$ cat src/rtl/alu_seq.sv
`default_nettype none
// ============================================================================
// Module      : alu_seq
// Description : Multi-cycle execute unit fed by ALU control. It computes
//               R-type, I-type and branch results plus the branch-taken flag.
//               Requests and results use valid/ready handshakes. Shifts run
//               one bit per cycle. All other ops finish in one cycle.
//
// Ports       : clk        - rising-edge clock
//               rst_n      - asynchronous active-low reset
//               in_valid   - operation request
//               in_ready   - unit can accept a request (IDLE only)
//               in_a       - operand A (rs1)
//               in_b       - operand B (rs2/imm), shamt = in_b[SHW-1:0]
//               in_ctl     - {branch-invert, op[3:0]}
//               out_valid  - result available (DONE)
//               out_ready  - consumer takes the result
//               out_result - operation result
//               out_zero   - out_result == 0
//               out_taken  - branch condition, out_zero ^ ctl[4]
//
// Config      : ALU_SEQ_FAST_SHIFT_EN - when defined, a barrel shifter
//               replaces the SHIFT state and every op takes one cycle.
//
// Revision    : 1.0 - initial release
// ============================================================================
module alu_seq #(
    parameter int XLEN = 32,
    parameter int SHW  = $clog2(XLEN)
) (
    input  logic            clk,
    input  logic            rst_n,
    input  logic            in_valid,
    output logic            in_ready,
    input  logic [XLEN-1:0] in_a,
    input  logic [XLEN-1:0] in_b,
    input  logic [4:0]      in_ctl,
    output logic            out_valid,
    input  logic            out_ready,
    output logic [XLEN-1:0] out_result,
    output logic            out_zero,
    output logic            out_taken
);

    localparam logic [3:0] c_op_add  = 4'd0;
    localparam logic [3:0] c_op_sub  = 4'd8;
    localparam logic [3:0] c_op_sll  = 4'd1;
    localparam logic [3:0] c_op_slt  = 4'd2;
    localparam logic [3:0] c_op_sltu = 4'd3;
    localparam logic [3:0] c_op_xor  = 4'd4;
    localparam logic [3:0] c_op_srl  = 4'd5;
    localparam logic [3:0] c_op_sra  = 4'd13;
    localparam logic [3:0] c_op_or   = 4'd6;
    localparam logic [3:0] c_op_and  = 4'd7;

`ifdef ALU_SEQ_FAST_SHIFT_EN
    typedef enum logic [1:0] {
        S_IDLE = 2'd0,
        S_DONE = 2'd2
    } state_t;
`else
    typedef enum logic [1:0] {
        S_IDLE  = 2'd0,
        S_SHIFT = 2'd1,
        S_DONE  = 2'd2
    } state_t;
`endif

    state_t            r_state;
    state_t            w_next_state;
    logic [XLEN-1:0]   r_result;
    logic              r_zero;
    logic              r_taken;
    logic [XLEN-1:0]   w_alu;
    logic [SHW-1:0]    w_shamt;
    logic              w_lt_s;
    logic              w_lt_u;

    assign w_shamt = in_b[SHW-1:0];
    assign w_lt_s  = $signed(in_a) < $signed(in_b);
    assign w_lt_u  = in_a < in_b;

`ifndef ALU_SEQ_FAST_SHIFT_EN
    logic [XLEN-1:0]   r_work;
    logic [SHW-1:0]    r_cnt;
    logic [4:0]        r_ctl;
    logic [XLEN-1:0]   w_shifted;
    logic              w_is_shift;

    assign w_is_shift = (in_ctl[3:0] == c_op_sll) ||
                        (in_ctl[3:0] == c_op_srl) ||
                        (in_ctl[3:0] == c_op_sra);

    // One-bit step of the iterative shifter; op[3] separates sra from srl.
    always_comb begin
        w_shifted = {1'b0, r_work[XLEN-1:1]};
        if (r_ctl[3:0] == c_op_sll) begin
            w_shifted = {r_work[XLEN-2:0], 1'b0};
        end else if (r_ctl[3]) begin
            w_shifted = {r_work[XLEN-1], r_work[XLEN-1:1]};
        end
    end
`endif

    // Single-cycle result. In the iterative build a shift reaching this path
    // has shamt 0, so its result is operand A unchanged.
    always_comb begin
        w_alu = '0;
        case (in_ctl[3:0])
            c_op_add:  w_alu = in_a + in_b;
            c_op_sub:  w_alu = in_a - in_b;
            c_op_slt:  w_alu = {{(XLEN-1){1'b0}}, w_lt_s};
            c_op_sltu: w_alu = {{(XLEN-1){1'b0}}, w_lt_u};
            c_op_xor:  w_alu = in_a ^ in_b;
            c_op_or:   w_alu = in_a | in_b;
            c_op_and:  w_alu = in_a & in_b;
`ifdef ALU_SEQ_FAST_SHIFT_EN
            c_op_sll:  w_alu = in_a << w_shamt;
            c_op_srl:  w_alu = in_a >> w_shamt;
            c_op_sra:  w_alu = $unsigned($signed(in_a) >>> w_shamt);
`else
            c_op_sll:  w_alu = in_a;
            c_op_srl:  w_alu = in_a;
            c_op_sra:  w_alu = in_a;
`endif
            default:   w_alu = '0;
        endcase
    end

    // State register
    always_ff @(posedge clk or negedge rst_n) begin
        if (!rst_n) begin
            r_state <= S_IDLE;
        end else begin
            r_state <= w_next_state;
        end
    end

    // Next-state logic
    always_comb begin
        w_next_state = r_state;
        case (r_state)
            S_IDLE: begin
                if (in_valid) begin
`ifdef ALU_SEQ_FAST_SHIFT_EN
                    w_next_state = S_DONE;
`else
                    if (w_is_shift && (w_shamt != '0)) begin
                        w_next_state = S_SHIFT;
                    end else begin
                        w_next_state = S_DONE;
                    end
`endif
                end
            end
`ifndef ALU_SEQ_FAST_SHIFT_EN
            S_SHIFT: begin
                if (r_cnt == SHW'(1)) begin
                    w_next_state = S_DONE;
                end
            end
`endif
            S_DONE: begin
                if (out_ready) begin
                    w_next_state = S_IDLE;
                end
            end
            default: w_next_state = S_IDLE;
        endcase
    end

    // Datapath. Results are captured on the same edge that enters DONE so
    // out_zero/out_taken rise together with out_valid.
    always_ff @(posedge clk or negedge rst_n) begin
        if (!rst_n) begin
            r_result <= '0;
            r_zero   <= 1'b1;
            r_taken  <= 1'b0;
`ifndef ALU_SEQ_FAST_SHIFT_EN
            r_work   <= '0;
            r_cnt    <= '0;
            r_ctl    <= '0;
`endif
        end else begin
            if ((r_state == S_IDLE) && in_valid) begin
`ifndef ALU_SEQ_FAST_SHIFT_EN
                r_work <= in_a;
                r_cnt  <= w_shamt;
                r_ctl  <= in_ctl;
`endif
                if (w_next_state == S_DONE) begin
                    r_result <= w_alu;
                    r_zero   <= (w_alu == '0);
                    r_taken  <= (w_alu == '0) ^ in_ctl[4];
                end
            end
`ifndef ALU_SEQ_FAST_SHIFT_EN
            if (r_state == S_SHIFT) begin
                r_work <= w_shifted;
                r_cnt  <= r_cnt - SHW'(1);
                // Final shift: publish the shifted value directly.
                if (r_cnt == SHW'(1)) begin
                    r_result <= w_shifted;
                    r_zero   <= (w_shifted == '0);
                    r_taken  <= (w_shifted == '0) ^ r_ctl[4];
                end
            end
`endif
        end
    end

    assign in_ready   = (r_state == S_IDLE);
    assign out_valid  = (r_state == S_DONE);
    assign out_result = r_result;
    assign out_zero   = r_zero;
    assign out_taken  = r_taken;

endmodule
`default_nettype wire
$ cat config.mk
export PLATFORM = sky130hd
export DESIGN_NAME = alu_seq
export DESIGN_NICKNAME = d
export VERILOG_FILES = /design/src/rtl/alu_seq.sv
export SDC_FILE = /design/constraint.sdc
export NUM_CORES = 1
export LEC_CHECK = 0
export CAP_MARGIN = 25
export CORE_MARGIN = 3
export CORE_UTILIZATION = 35
export DETAILED_ROUTE_END_ITERATION = 8
export PLACE_DENSITY = 0.53
export SETUP_SLACK_MARGIN = 0.3
export SLEW_MARGIN = 20
export SYNTH_ARGS = -nofsm -noshare
export SYNTH_HDL_FRONTEND = slang
export SYNTH_SLANG_ARGS = --single-unit
$ cat constraint.sdc
create_clock -name clk -period 5.34 [get_ports clk]
set_input_delay 0.534 -clock clk [delete_from_list [all_inputs] [get_ports clk]]
set_output_delay 0.534 -clock clk [all_outputs]
set_load 0.005 [all_outputs]
# Yosys cells after proc, flatten, opt, wreduce, memory -nomap -nowiden
# Index checks and enable logic that the tools add are counted.
[totals] reg_bits=78 input_bits=73 output_inout_bits=36 wordCells=66
[op_classes] add_sub_neg=3 n_lt_le_gt_ge=2 eq_ne=14 mux=24 bitwise=5 n_reduce_logical=11
[ops] operator="2-to-1 mux 32 bit" n=8
[ops] operator="one-hot mux 32 bit (8 select lines)" n=1
[ops] operator="logical NOT 32 bit" n=2
[ops] operator="< comparator 32 bit" n=2
[ops] operator="adder 32 bit" n=1
[ops] operator="AND 32 bit" n=1
[ops] operator="OR 32 bit" n=1
[ops] operator="subtractor 32 bit" n=1
[ops] operator="bitwise XOR 32 bit" n=1
[ops] operator="== test 4 x 3 -> 1 bit (second input constant)" n=4
[ops] operator="2-to-1 mux 5 bit" n=2
[ops] operator="== test 4 x 1 -> 1 bit (second input constant)" n=2
[ops] operator="== test 4 x 2 -> 1 bit (second input constant)" n=2
[ops] operator="== test 4 bit (second input constant)" n=2
[ops] operator="2-to-1 mux 1 bit" n=8
[ops] operator="2-to-1 mux 2 bit" n=4
[ops] operator="one-hot mux 2 bit (3 select lines)" n=1
[ops] operator="== test 5 x 1 -> 1 bit (second input constant)" n=1
[ops] operator="nonzero test 5 bit" n=1
[ops] operator="subtractor 5 x 1 -> 5 bit (second input constant)" n=1
[ops] operator="== test 2 bit (second input constant)" n=2
[ops] operator="logical NOT 4 bit" n=1
[ops] operator="OR reduction 3 bit" n=1
[ops] operator="== test 2 x 1 -> 1 bit (second input constant)" n=1
[ops] operator="other kinds (5)" n=8

# Longest topological paths before layout
[depth] word_depth=12 ltp_mapped=16 mapped_depth_nobuf=16

# Worst setup path before layout
# Ideal clock, no wire load.
[synth_timing] kind="input-to-reg" from="in in_a[0]" to="reg r_taken, in the netlist out_taken" setup_time_ps=69 arrival_time_ps=3621 required_ps=5271 slack_ps=1650 stages=16 path_buffers=0 path_cell_list="inv_1 > ha_1 > inv_1 > fa_1 > nor2b_1 > o21ai_1 > a211oi_1 > or3_1 > a211oi_1 > and3b_1 > o32ai_1 > a2111o_1 > nor4_1 > and4_1 > a2111oi_1 > nand3b_1"
[synth_between] elab_chain_len=8 elab_cells_between_ends=14 cone_classes="add/sub: 2; order compare: 2; mux: 5; bitwise: 4; reduce/logical: 1"
[synth_rtl] element="start, declared" line_no="35" rtl="input logic [XLEN-1:0] in_a,"
[synth_rtl] element="subtractor 32 bit, or another cell as far along" line_no="111" rtl="c_op_sub: w_alu = in_a - in_b;"
[synth_rtl] element="one-hot mux 32 bit (8 select lines) (*)" line_no="109" rtl="case (in_ctl[3:0])"
[synth_rtl] element="logical NOT 32 bit (*)" line_no="194" rtl="r_taken <= (w_alu == '0) ^ in_ctl[4];"
[synth_rtl] element="bitwise XOR 1 bit (*)" line_no="194"
[synth_rtl] element="2-to-1 mux 1 bit (*)" line_no="191" rtl="if (w_next_state == S_DONE) begin"
[synth_rtl] element="2-to-1 mux 1 bit (*)" line_no="185" rtl="if ((r_state == S_IDLE) && in_valid) begin"
[synth_rtl] element="2-to-1 mux 1 bit" line_no="202" rtl="if (r_cnt == SHW'(1)) begin"
[synth_rtl] element="2-to-1 mux 1 bit (*)" line_no="198" rtl="if (r_state == S_SHIFT) begin"
[synth_rtl] element="end signal, assigned" line_no="194"
[synth_rtl] element="end signal, assigned" line_no="205" rtl="r_taken <= (w_shifted == '0) ^ r_ctl[4];"
[synth_rtl] element="end, declared" line_no="73" rtl="logic r_taken;"
# Every way passes the cells marked *; elsewhere a longest branch is shown, timed or not.
# A chain may end at the register's enable or synchronous reset.

# Worst setup path after layout
[layout_timing] from="in in_a[7]" to="reg r_taken, in the netlist out_taken"
# Same word-level chain as after synthesis.

==> results.cfg <==
[setup_path]
worstSetupStartpoint = in_a[7]
crit_path_max_fanout = 11
reg2regPathDepth = 10
worstReg2RegEnd = out_taken
cp-start-kind = input port
endpoint = out_taken
slowest_delay_ps = 640
crit_chain = clkdlybuf4s50_1, inv_1, ha_1, buf_4, a21o_1, a31oi_1, o21ai_0, o41ai_2, o31a_1, o41ai_1, mux2i_1, a2111oi_2, and4_1, a2111oi_1, nand3b_1
worst_path_max_delay_cell = clkdlybuf4s50_1
endpoint_kind = flop
worstPathArrival_ps = 5070
r2r_start = r_ctl[3]
rrSetupSlack_ps = 2190
crit_buf_inv = 3
critical_path_class = input port to flop
crit_required_ps = 5570
critPathTopFamily = compound AO/OA/AOI/OAI gates
crit_cells = 15

[clocking]
clk_latency_ps = 350
cts_num_sinks = 78
htreeDepth = 3
cts_hold_buffers = 0
clock_path_buffers = 2
cts_tree = yes
clock_tree.root_cell = clkbuf_16
clk_pin_slew_ps = 70
cts_buffers = 9
postCtsSetupBuffers = 0

[sta]
fin_tns_setup_ps = 0
worst_pin_slew_ps = 989
hold_viol_final = 0
setup_viol = 0
timing.fmax_mhz = 207
finalCritPeriodShare_pct = 90.6
skew_ps = 11.4
max_slew_margin_pct = 33.9
min_period_ps = 4840
rsz0062_at_grt = no
drv_slew = 0

[drt]
dr.pass1.iters = 5
met3_length_um = 3060
vias = 11400
drc = 0
avgViaCountPerCell = 6.07
wl_met2_um = 19700
drtIter0Drc = 1214
wl_per_cell_um = 23.0
dr.max_layer_used = met4
wl_um = 43100
wl_met1_um = 18500
ant_nets = 0

[synthesis]
synth_area_mm2 = 0.0102
avgSynthCellArea_um2 = 7.22
ys_types = 92
ys.flop_type = dfrtp_1
synth-edff-count = 0
ys_ff_latch = 78
yosysWarnings = 0
synth_nets = 1587
synth.area.top_cells = dfrtp_1, ha_1, nand2_1
synthArstFlopShare_pct = 100
synthesis.instances = 1407
seq_area_frac_synth_pct = 19.2
yosysTopAreaCellShare_pct = 19.0
yosysTopAreaCell = dfrtp_1

[global_routing]
grtUsageTotal_pct = 27.3
overflow = 0
antenna_found_initial = 0
grt_max_degree = 56
grt_pass1_vias = 11000
grt_pass1_wl_um = 66000

[cells_and_area]
fin_area_mm2 = 0.0121
nNetsFinal = 1667
final_cells = 1871
area_growth_pct = 19.3
layout_common_cells = nand2_1, a21oi_1, nor2_1, clkdlybuf4s50_1
final_common_cell = nand2_1
n_fill_cell = 3012
layout-drive-gt1-share_pct = 7.04

[die]
die_w_um = 176
die-area_mm2 = 0.0311
io_pins = 109
core_area_mm2 = 0.0282
dieHeight_um = 176
row_count = 61
start_util_pct = 36.1

[pwr]
p_leak_nw = 5.17
power_mw = 3.91
ir_worst_vdd_mv = 0.229
power_density_mw_per_mm2 = 323

[placed_design]
io_buffers = 108
dpl.hpwl_um = 33300
placedCellCount = 1851
placed_area_mm2 = 0.0118
place_congestion = 0.976

[hold_path]
holdCritPathClass = input port to async pin

[run_status]
outcome = completed

[run]
cap_violations = 0
[worst reg2reg max path, stage by stage (launching register included)]
cell      delay (ps)
dfrtp_1          410
nor4b_2          250
buf_4            490
mux2i_1          460
nand4_1          160
nor4_1           560
nand2_1          220
xor2_1           180
nor2_1            50
a31oi_1          160
nand3b_1          90
[flip-flops by register name, indices dropped and copies added (netlist names)]
register,flops
out_result,32
out_taken,1
out_zero,1
r_cnt,5
r_ctl,5
r_state,2
r_work,32
[layer usage]
layer / up-vias / track usage [%]
li1: 5282 / -
met1: 5465 / 36.2
met2: 518 / 44.2
met3: 87 / 5.23
met4: 0 / 9.98
met5: - / 0
[worst min path at each step]
stage / cells after the start / startpoint / to
after global placement: 2 / r_ctl[0] / r_ctl[0]
final: 1 / rst_n / r_work[10]
after detailed placement: 2 / r_ctl[0] / r_ctl[0]
after global routing: 1 / rst_n / r_work[10]
after CTS: 1 / rst_n / r_work[7]
after floorplan: 0 / rst_n / out_result[0]
[kinds of logic after synthesis]
family	after synthesis	synth area share, %
simple gates	521	25.2
compound gates	458	30.2
buf+inv	196	7.54
fa+ha+maj	107	13.3
flops	78	19.2
mux	36	3.56
xor+xnor	11	0.949
[Yosys cell counts (10+ instances only)]
cell type / instances
o21bai_1: 10
dfrtp_1: 77
or3_1: 22
a31oi_1: 16
and3_1: 41
nand2_1: 169
nor4_1: 18
o21ai_0: 93
mux2i_1: 35
nor2_1: 114
o211ai_1: 35
nor3_1: 31
a211oi_1: 23
a22o_1: 10
nor2b_1: 22
nand3_1: 24
nand2b_1: 18
nand4_1: 18
a21oi_1: 124
a221oi_1: 12
clkbuf_1: 68
buf_2: 15
inv_1: 104
and2_1: 10
ha_1: 105
a21o_1: 15
[power breakdown]
group / total (mW) / switching [mW] / internal [mW]
logic: 2.16 / 1.21 / 0.946
clock network: 0.625 / 0.262 / 0.363
registers: 1.13 / 0.239 / 0.889
[area by class of cell]
class | instances | area [um^2] | share of cell area [%]
Inverter | 104 | 390 | 3.22
Tap cell | 378 | 473 | 3.90
Multi-Input combinational cell | 1133 | 7480 | 61.7
Clock buffer | 9 | 225 | 1.86
Antenna cell | 1 | 2.50 | 0.0206
Sequential cell | 78 | 1950 | 16.1
Timing Repair Buffer | 161 | 1530 | 12.6
Clock inverter | 7 | 73.8 | 0.609
[timing repair]
item / 4_1_cts / 5_1_grt
gates resized for setup: 1 / 1
hold endpoints to repair: 0 / 0
endpoints found under the setup margin: 1 / 2
[stage by stage]
step	hold WS (ps)	utilization, %	setup WS (ps)
2_1_floorplan	238	-	1650
3_3_place_gp	454	41.7	-415
3_5_place_dp	460	41.8	-78.2
4_1_cts	112	42.8	511
5_1_grt	123	43.0	337
6_report	104	43.0	499
Power figures use the tool's default switching activity.
==> RTL edit, RTL diff (same settings) <==
Make the reset (`rst_n`) synchronous in 2 clocked blocks. Comments in the files are not updated.
--- a/src/rtl/alu_seq.sv
+++ b/src/rtl/alu_seq.sv
@@ -128,7 +128,7 @@
     end
 
     // State register
-    always_ff @(posedge clk or negedge rst_n) begin
+    always_ff @(posedge clk) begin
         if (!rst_n) begin
             r_state <= S_IDLE;
         end else begin
@@ -171,7 +171,7 @@
 
     // Datapath. Results are captured on the same edge that enters DONE so
     // out_zero/out_taken rise together with out_valid.
-    always_ff @(posedge clk or negedge rst_n) begin
+    always_ff @(posedge clk) begin
         if (!rst_n) begin
             r_result <= '0;
             r_zero   <= 1'b1;
Check against the original RTL: differs if rst_n is asserted again (counterexample within 4 cycles, from zero or initial values and one cycle with rst_n low); with rst_n held inactive, the same outputs for 10 cycles.
==> RTL edit against the unedited design <==
Design area is 1.7% higher; worst hold slack gained 370 ps; clock skew is 7.4 ps lower; cell count rose by 1.7%; routed wire length increased by 2.8%; worst setup slack better by 130 ps; sequential power is 39% lower; area after synthesis hardly changed; sequential cell count unchanged; critical path depth grew 1; total power is 34% lower; critical path type unchanged; critical endpoint is now out_taken.
==> RTL edit: results (changes against the unedited design) <==
- Sequential fraction of the synthesis area: 15.4% (-3.8 points)
- Final Skew: 4.03 ps (-7.41 ps)
- Post-Syn Nets: 1595 (+0.50%)
- Vias in the first global route: 11200 (+2.3%)
- Cell variety after synth: 90 (-2.2%)
- Synth top cells by count: nor2_1 (140), nand2_1 (109), ha_1 (105)
- Worst path arrival time: 4930 ps (-140 ps)
- Total GRT Usage: 27.7% (+0.43 points)
- Max VDD drop: 0.143 mV (-37%)
- Pre-antenna DRT Iters: 7 (+2)
- Vias: 11500 (+1.6%)
- CP max stage delay: 670 ps (+30 ps)
- Pin count of the biggest net entering global routing: 63 (+13%)
- WL final: 44.3 mm (+2.8%)
- Initial antenna violation count: 1 (+1)
- Final Net Count: 1699 (+1.9%)
- Leakage: 4.95 nW (-4.3%)
- Initial drt markers: 1006 (-17%)
- Antenna Cells: 0 (-1)
- Detail Placement HPWL: 34.2 mm (+2.7%)
- Critical path peak fanout: 6 (-5)
- Outcome: finished, final reports clean
- HP Class: register to register
- Fraction of layout cells with a size suffix above 1: 9.25% (+2.2 points)
- Fillcell total: 2955 (-1.9%)
- Ys async rst share: 0% (-100 points)
- Synth area leaders: dfxtp_1 (15%), ha_1 (13%), nor2_1 (5.2%)
[RTL edit: cell type report]
class,instances,share of cell area (%)
Clock buffer,11,1.89
Clock inverter,5,0.863
Inverter,103,3.14
Multi-Input combinational cell,1134,63.5
Sequential cell,78,12.7
Tap cell,378,3.84
Timing Repair Buffer,193,14.1
[RTL edit: metal layers]
metal	GRT usage, %	share of wire, %
met1	37.9	44
met2	44.0	44
met3	4.99	8.5
met4	9.27	3.4
met5	0	0
[RTL edit: logic make-up (layout without fill, tap and decap cells)]
family / after synthesis / count (layout) / synth area share, %
mux: 47 / 47 / 4.66
fa+ha+maj: 107 / 107 / 13.3
compound gates: 474 / 474 / 33.1
xor+xnor: 6 / 6 / 0.518
buf+inv: 203 / 312 / 7.98
simple gates: 500 / 500 / 25.0
flops: 78 / 78 / 15.4
[RTL edit: path summary, 6_finish.rpt]
path                            startpoint   endpoint  depth (start not counted)  slack (ps)
worst max-delay path               in_a[1]  out_taken                         16         630
worst min-delay path              r_ctl[0]   r_ctl[0]                          2         470
worst max register to register    r_ctl[1]  out_taken                         10        2480
worst min register to register    r_ctl[0]   r_ctl[0]                          2         470
[RTL edit: through the flow]
stage	utilization (%)	instance area [um^2]	power, mW	instances	worst slack [ps]
floorplan	-	10100	1.37	1415	1740
global placement	42.4	11900	1.84	1884	112
detailed placement	42.5	12000	1.84	1885	57.6
CTS	43.7	12300	2.57	1901	422
global route	43.8	12300	2.71	1902	383
finish	43.8	12300	2.58	1902	627
[RTL edit: power breakdown]
| group | total, mW | switching (mW) | internal, mW |
|---|---|---|---|
| Sequential | 0.690 | 0.0516 | 0.638 |
| Combinational | 1.17 | 0.690 | 0.481 |
| Clock | 0.719 | 0.259 | 0.459 |
[RTL edit: critical path, delay by kind of cell]
family | cells | cell delay (ps)
AND/OR/NAND/NOR | 4 | 1170
AO/OA/AOI/OAI | 6 | 1530
multiplexers | 1 | 280
XOR/XNOR | 1 | 110
buffers and inverters | 3 | 950
adder cells (fa/ha/maj) | 1 | 350
[RTL edit: timing repair]
action                                  in CTS  in global routing
resized for setup                            0                  2
endpoints found under the setup margin       0                  2
buffers inserted                             0                  1
